==> config.mk <==
export PLATFORM = sky130hd
export DESIGN_NAME = reg_file
export DESIGN_NICKNAME = d
export VERILOG_FILES = /design/src/rtl/regfile_pkg.sv /design/src/rtl/regfile_rd_port.sv /design/src/rtl/reg_file.sv
export SDC_FILE = /design/constraint.sdc
export NUM_CORES = 2
export LEC_CHECK = 0
export ABC_AREA = 0
export BUFFER_PORTS_ARGS = -buffer_cell sky130_fd_sc_hd__clkbuf_2
export CAP_MARGIN = 20
export CORE_MARGIN = 3
export CORE_UTILIZATION = 40
export CTS_CLUSTER_DIAMETER = 200
export DETAILED_ROUTE_END_ITERATION = 7
export GPL_ROUTABILITY_DRIVEN = 0
export PLACE_DENSITY = 0.62
export SETUP_SLACK_MARGIN = 0.3
export SYNTH_ARGS = -nofsm -noshare
export SYNTH_HDL_FRONTEND = slang
export SYNTH_SLANG_ARGS = --single-unit
==> constraint.sdc <==
create_clock -name clk -period 52.4 [get_ports clk]
set_input_delay 2.62 -clock clk [delete_from_list [all_inputs] [get_ports clk]]
set_output_delay 2.62 -clock clk [all_outputs]
set_load 0.02 [all_outputs]
==> src/rtl/regfile_pkg.sv <==
// Shared constants and types for the RV32 integer register file.
// Optional macro: REGFILE_BYPASS_EN (write-to-read forwarding in the read ports).
package regfile_pkg;

    localparam int XLEN     = 32;
    localparam int REG_AW   = 5;
    localparam int NUM_REGS = 32;

    localparam logic [REG_AW-1:0] ZERO_REG = 5'd0;

    typedef logic [REG_AW-1:0] reg_addr_t;
    typedef logic [XLEN-1:0]   xlen_t;

endpackage

==> src/rtl/regfile_rd_port.sv <==
// One combinational read port: register mux, x0 forced to zero,
// optional same-cycle forwarding of the pending write (REGFILE_BYPASS_EN).
module regfile_rd_port #(
    parameter int XLEN = 32,
    parameter int AW   = 5
) (
    input  logic [(2**AW)-1:0][XLEN-1:0] regs,
    input  logic [AW-1:0]                rs_addr,
    input  logic [AW-1:0]                rd_addr,
    input  logic                         reg_we,
    input  logic [XLEN-1:0]              rd_wdata,
    output logic [XLEN-1:0]              rs_data
);
    import regfile_pkg::*;

    logic rs_is_zero;

    assign rs_is_zero = (rs_addr == AW'(ZERO_REG));

`ifdef REGFILE_BYPASS_EN
    logic bypass_hit;

    assign bypass_hit = reg_we && !rs_is_zero && (rs_addr == rd_addr);

    // Select stored value, pending write data on a hit, zero for x0
    always_comb begin
        rs_data = regs[rs_addr];
        if (bypass_hit) begin
            rs_data = rd_wdata;
        end
        if (rs_is_zero) begin
            rs_data = '0;
        end
    end
`else
    logic unused_bypass;

    assign unused_bypass = ^{rd_addr, reg_we, rd_wdata};

    // Select stored value, zero for x0
    always_comb begin
        rs_data = regs[rs_addr];
        if (rs_is_zero) begin
            rs_data = '0;
        end
    end
`endif

endmodule

==> src/rtl/reg_file.sv <==
// RV32 integer register file: flop array, one write port, two read ports.
// Optional macro: REGFILE_BYPASS_EN (forward rd_wdata to matching reads).
module reg_file #(
    parameter int XLEN = 32,
    parameter int AW   = 5
) (
    input  logic            clk,
    input  logic            rst,
    input  logic [XLEN-1:0] rd_wdata,
    input  logic [AW-1:0]   rd_addr,
    input  logic            reg_we,
    input  logic [AW-1:0]   rs1_addr,
    input  logic [AW-1:0]   rs2_addr,
    output logic [XLEN-1:0] rs1_data,
    output logic [XLEN-1:0] rs2_data
);
    import regfile_pkg::*;

    localparam int NREGS = 2**AW;

    logic [NREGS-1:0][XLEN-1:0] regs_q;
    logic [NREGS-1:0][XLEN-1:0] regs_d;

    logic wr_en;

    assign wr_en = reg_we && (rd_addr != AW'(ZERO_REG));

    // Next-state: update the addressed register, x0 pinned to zero
    always_comb begin
        regs_d = regs_q;
        if (wr_en) begin
            regs_d[rd_addr] = rd_wdata;
        end
        regs_d[0] = '0;
    end

    // Register array with asynchronous clear
    always_ff @(posedge clk or posedge rst) begin
        if (rst) begin
            regs_q <= '0;
        end else begin
            regs_q <= regs_d;
        end
    end

    regfile_rd_port #(
        .XLEN (XLEN),
        .AW   (AW)
    ) u_rs1_port (
        .regs     (regs_q),
        .rs_addr  (rs1_addr),
        .rd_addr  (rd_addr),
        .reg_we   (reg_we),
        .rd_wdata (rd_wdata),
        .rs_data  (rs1_data)
    );

    regfile_rd_port #(
        .XLEN (XLEN),
        .AW   (AW)
    ) u_rs2_port (
        .regs     (regs_q),
        .rs_addr  (rs2_addr),
        .rd_addr  (rd_addr),
        .reg_we   (reg_we),
        .rd_wdata (rd_wdata),
        .rs_data  (rs2_data)
    );

endmodule

== After elaboration in Yosys (flattened, before gate mapping) ==
Index checks and enable logic that the tools add are counted.

* Flip-flop bits (word level): 992
* Bits of input ports: 50
* Output and inout port bits: 64
* Word-level logic and storage cells: 49

* $lt $le $gt $ge: 4
* Muxes and demuxes: 9
* Reductions and logical operators: 5

{| class="wikitable"
|+ Operators by type and width
! cell !! count
|-
| $bwmux W1024 || 1
|-
| $bmux W32 S5 || 2
|-
| $demux W32 S5 || 1
|-
| $mux W32 || 5
|-
| $lt A5 B6 Y1 const B || 3
|-
| $logic_not A5 Y1 || 2
|-
| $ge A5 B1 Y1 const B || 1
|-
| $reduce_bool A5 Y1 || 1
|-
| $logic_and A1 B1 Y1 || 2
|}

== Logic depth before layout (Yosys ltp) ==
* Depth after elaboration: 5
* Mapped depth: 9
* Depth with buffers taken out: 5

== By module ==
A second synthesis with hierarchy kept.

* Cell total of the unflattened synthesis: 3553
* Area, all modules: 53896.7 um^2

{| class="wikitable"
|+ By module, submodules not included
! module !! times used !! cells each !! area each (um^2)
|-
| reg_file || 1 || 2225 || 37160.6
|-
| regfile_rd_port || 2 || 664 || 8368.0
|}

== Worst setup path after synthesis ==
Ideal clock, no wire load.

* Path type: input to output
* From: input rs1_addr[0]
* To: output rs1_data[14]
* Data arrival time: 4.143 ns
* Slack: 45.637 ns
* Stages on the path: 9
* Cells stage by stage: buf_2 > buf_6 > buf_6 > nand3b_1 > buf_2 > o22ai_1 > nor3_1 > a221oi_2 > nor3_1

* Longest elaborated chain between the ends: 3
* Elaborated cells on any way between the ends: 4
* Classes of those cells: 3 x mux; 1 x reduce/logical

{| class="wikitable"
|+ RTL lines
! item !! RTL line !! source
|-
| start: declaration || reg_file.sv:12 || <nowiki>input logic [AW-1:0] rs1_addr,</nowiki>
|-
| $bmux W32 S5 || regfile_rd_port.sv:42 || <nowiki>rs_data = regs[rs_addr];</nowiki>
|-
| $mux W32 (not written as such) || regfile_rd_port.sv:42 ||
|-
| $mux W32 * || regfile_rd_port.sv:43 || <nowiki>if (rs_is_zero) begin</nowiki>
|-
| end: declaration || reg_file.sv:14 || <nowiki>output logic [XLEN-1:0] rs1_data,</nowiki>
|}

Mark *: on every way between the ends. The rest lies on a longest branch, timed or not. The select of a mux whose other input is x is not followed.

== Final worst setup path ==
* From: input rs1_addr[0]
* To: output rs1_data[2]

The elaborated chain is that of the path after synthesis.

==> results.py <==
metrics = {
    "synthesis": {
        "synth-compound-area-share": 0.06516,
        "synth-main-ff-cell": "dfrtp_1",
        "syn_nets": 4076,
        "async_reset_ff_frac": 1.000,
        "syn_area_per_cell_um2": 13.30,
        "synthXorXnorAreaFrac": 0,
        "synth_edf_count": 0,
        "synth_area_leaders": "dfrtp_1 46%, mux2_2 23%, mux2i_1 9.6%",
        "synth_cells": 4026,
        "synth_top_area_share": 0.4637,
        "synthDistinctLibCells": 34,
        "muxShareOfSynthArea": 0.3988,
        "yosysMostFrequentCell": "mux2_2",
        "synth_area_mm2": 0.05353,
        "synth_simple_gate_area_frac": 0.03242,
        "synthTopCellsByCount": "1090 x mux2_2, 992 x dfrtp_1, 515 x mux2i_1, 320 x o22ai_1, 254 x nor3_1",
        "ys_seq_elements": 992,
        "synth_top_family_by_area": "multiplexers",
        "yosys.area.top_type": "dfrtp_1",
        "synthAdderAreaFrac": 0,
        "ys_seq_area_frac": 0.4637,
        "synth-warning-count": 0,
    },
    "floorplanning": {
        "core-area_mm2": 0.1321,
        "fp.dieW_um": 371.8,
        "ioPinCount": 114,
        "rows": 133,
        "chipHeight_um": 371.8,
        "initial_utilization": 0.4051,
        "die_area_mm2": 0.1383,
    },
    "sta": {
        "setup_viol": 0,
        "clock_skew_ns": 0,
        "worst_pin_slew_ns": 1.230,
        "slew_headroom": 0.1799,
        "min_period_ns": 9.816,
        "clock.fmax_mhz": 101.9,
        "grt_setup_unrepaired": "false",
        "hold_violations": 0,
        "post-route-period-util": 0.1873,
        "drv_slew": 0,
        "whs_ns": 0.5042,
        "fin_tns_setup_ns": 0,
    },
    "global_route": {
        "grt_pass1_wl_um": 252200,
        "antenna_found_initial": 16,
        "first_global_vias": 36210,
        "grt_max_degree": 169,
        "globalRouteOverflowTotal": 0,
        "track_usage": 0.2452,
    },
    "critical_path": {
        "rr_worst_depth": 1,
        "crit_path_end": "rs1_data[2]",
        "slowest_stage": "buf_4",
        "critPathKind": "input pin to primary output",
        "rr_startpoint": "regs_q[735]",
        "r2r_end": "regs_q[735]",
        "ff2ff_setup_slack_ns": 51.58,
        "slowest_delay_ns": 0.93,
        "path_max_fanout": 110,
        "crit_path_start_kind": "input pin",
        "cp.arrival_ns": 7.20,
        "critPathCaptureType": "primary output",
        "cp-startpoint": "rs1_addr[0]",
        "cp_data_required_time_ns": 49.78,
        "crit_chain": "buf_8 -> buf_12 -> buf_4 -> buf_4 -> mux4_2 -> a221oi_2 -> nor3_1 -> clkbuf_2",
        "crit_top_cell": "buf_4",
    },
    "clock_tree": {
        "cts_setup_buffers": 0,
        "cts_root_buffer": "clkbuf_16",
        "cts_made_buffers": 103,
        "tritoncts": "done",
        "ctsHoldBuffers": 0,
        "cts.clk_slew.worst_paths_ns": 0.06,
        "clk_path_buf_depth": 3,
        "insertion_delay_ns": 0.69,
        "clock-sinks": 992,
        "htree_levels": 3,
        "cts_resized": 0,
    },
    "final_layout": {
        "nets": 3952,
        "drive_gt1_frac": 0.4247,
        "multi_input_area_mm2": 0.02681,
        "top_register": "regs_q",
        "syn2layout_area_growth_pct": 9.401,
        "n_fill_cell": 12080,
        "largest_reg_flops": 992,
        "top_regs": "regs_q x992",
        "instances_no_fill": 5748,
        "area.sequential_mm2": 0.02482,
        "post-route-util": 0.4432,
    },
    "power_and_ir_drop": {
        "p_switching_mw": 0.6373,
        "vdd_drop_max_mv": 0.03327,
        "p_int_mw": 1.608,
        "pwr-share-comb": 0.203,
        "p_leak_nw": 26.05,
        "power_density_mw_per_mm2": 38.34,
        "clock_power_share": 0.340,
        "seqPwrFrac": 0.457,
        "p_sw_frac": 0.2838,
        "power_mw": 2.245,
    },
    "drt": {
        "dr.pass1.iters": 5,
        "wl_um": 171600,
        "viasPerCell": 6.285,
        "num_vias": 36130,
        "first_iter_violations": 3420,
        "wl_per_cell_um": 29.85,
        "ant_nets": 0,
        "drc": 0,
    },
    "min_path": {
        "hold_path_startpoint": "regs_q[472]",
        "hold_class": "flip-flop to flip-flop",
    },
    "placement": {
        "io_buffers": 113,
        "dp_cells": 5552,
        "dpl.hpwl_um": 94570,
    },
    "job": {
        "drv_cap": 0,
    },
    "run_status": {
        "status": "completed",
    },
}
==> how the worst min path moves through the flow <==
stage                               to  slack, ns  cells past startpoint
after global routing      regs_q[1017]       0.52                      1
after CTS                  regs_q[472]       0.51                      1
final                      regs_q[472]       0.50                      1
after floorplan            regs_q[472]       0.47                      1
after detailed placement   regs_q[472]       0.49                      1
after global placement     regs_q[495]       0.48                      1
==> metal layers <==
metal  part of all wire  vias up  GRT usage
li1                   -    15130          -
met1               0.43    19240     0.3376
met2               0.45     1359     0.3801
met3              0.078      386    0.05632
met4              0.038        8    0.08540
met5            0.00029        -          0
==> power by group through the flow <==
stage	sequential (mW)	clock (mW)	combinational, mW
6_report	1.03	0.763	0.456
4_1_cts	1.02	0.774	0.456
3_3_place_gp	1.03	0	0.444
5_1_grt	1.05	0.806	0.492
2_1_floorplan	1.01	0	0.365
3_5_place_dp	1.04	0	0.455
==> cells by family after synthesis <==
kind of cell           count (synthesis)
AO/OA/AOI/OAI                        448
multiplexers                        1825
flip-flops                           992
AND/OR/NAND/NOR                      336
buffers and inverters                425
==> layout by cell type, fill, tap and decap left out, drive strengths merged <==
master	count
nor4	1
a221oi	125
nand2	23
clkinvlp	2
diode	9
mux2	1182
a22oi	1
nor2	19
nand3b	6
nor3	254
and2	2
o22ai	320
nand3	3
and3b	1
and3	1
nor2b	4
o31ai	2
inv	1
mux2i	515
and2b	2
dfrtp	992
or3b	3
clkbuf	264
clkinv	20
nor3b	4
mux4	128
nand2b	8
buf	87
bufinv	9
or2	5
==> critical path, delay by kind of cell <==
kind	cells	cell delay, ns
AND/OR/NAND/NOR	1	0.16
buffers and inverters	5	3.11
multiplexers	1	0.61
AO/OA/AOI/OAI	1	0.36
==> stage by stage <==
step                      setup slack [ns]  instance area, um2
after floorplan                      21.87               53530
after global placement               42.51               55090
after detailed placement             42.47               55090
after CTS                            42.48               58540
after global routing                 42.37               58540
final                                42.58               58560
==> area by class of cell <==
cell class	count	share of cell area
multi-input cells	2609	0.4578
clock buffers	156	0.05241
well taps	1755	0.03750
diodes	9	0.0003846
repair buffers	195	0.02128
flip-flops and latches	992	0.4239
clock inverters	31	0.006580
inverters	1	0.0001923
Note: power is estimated with default switching activity, not from simulation.
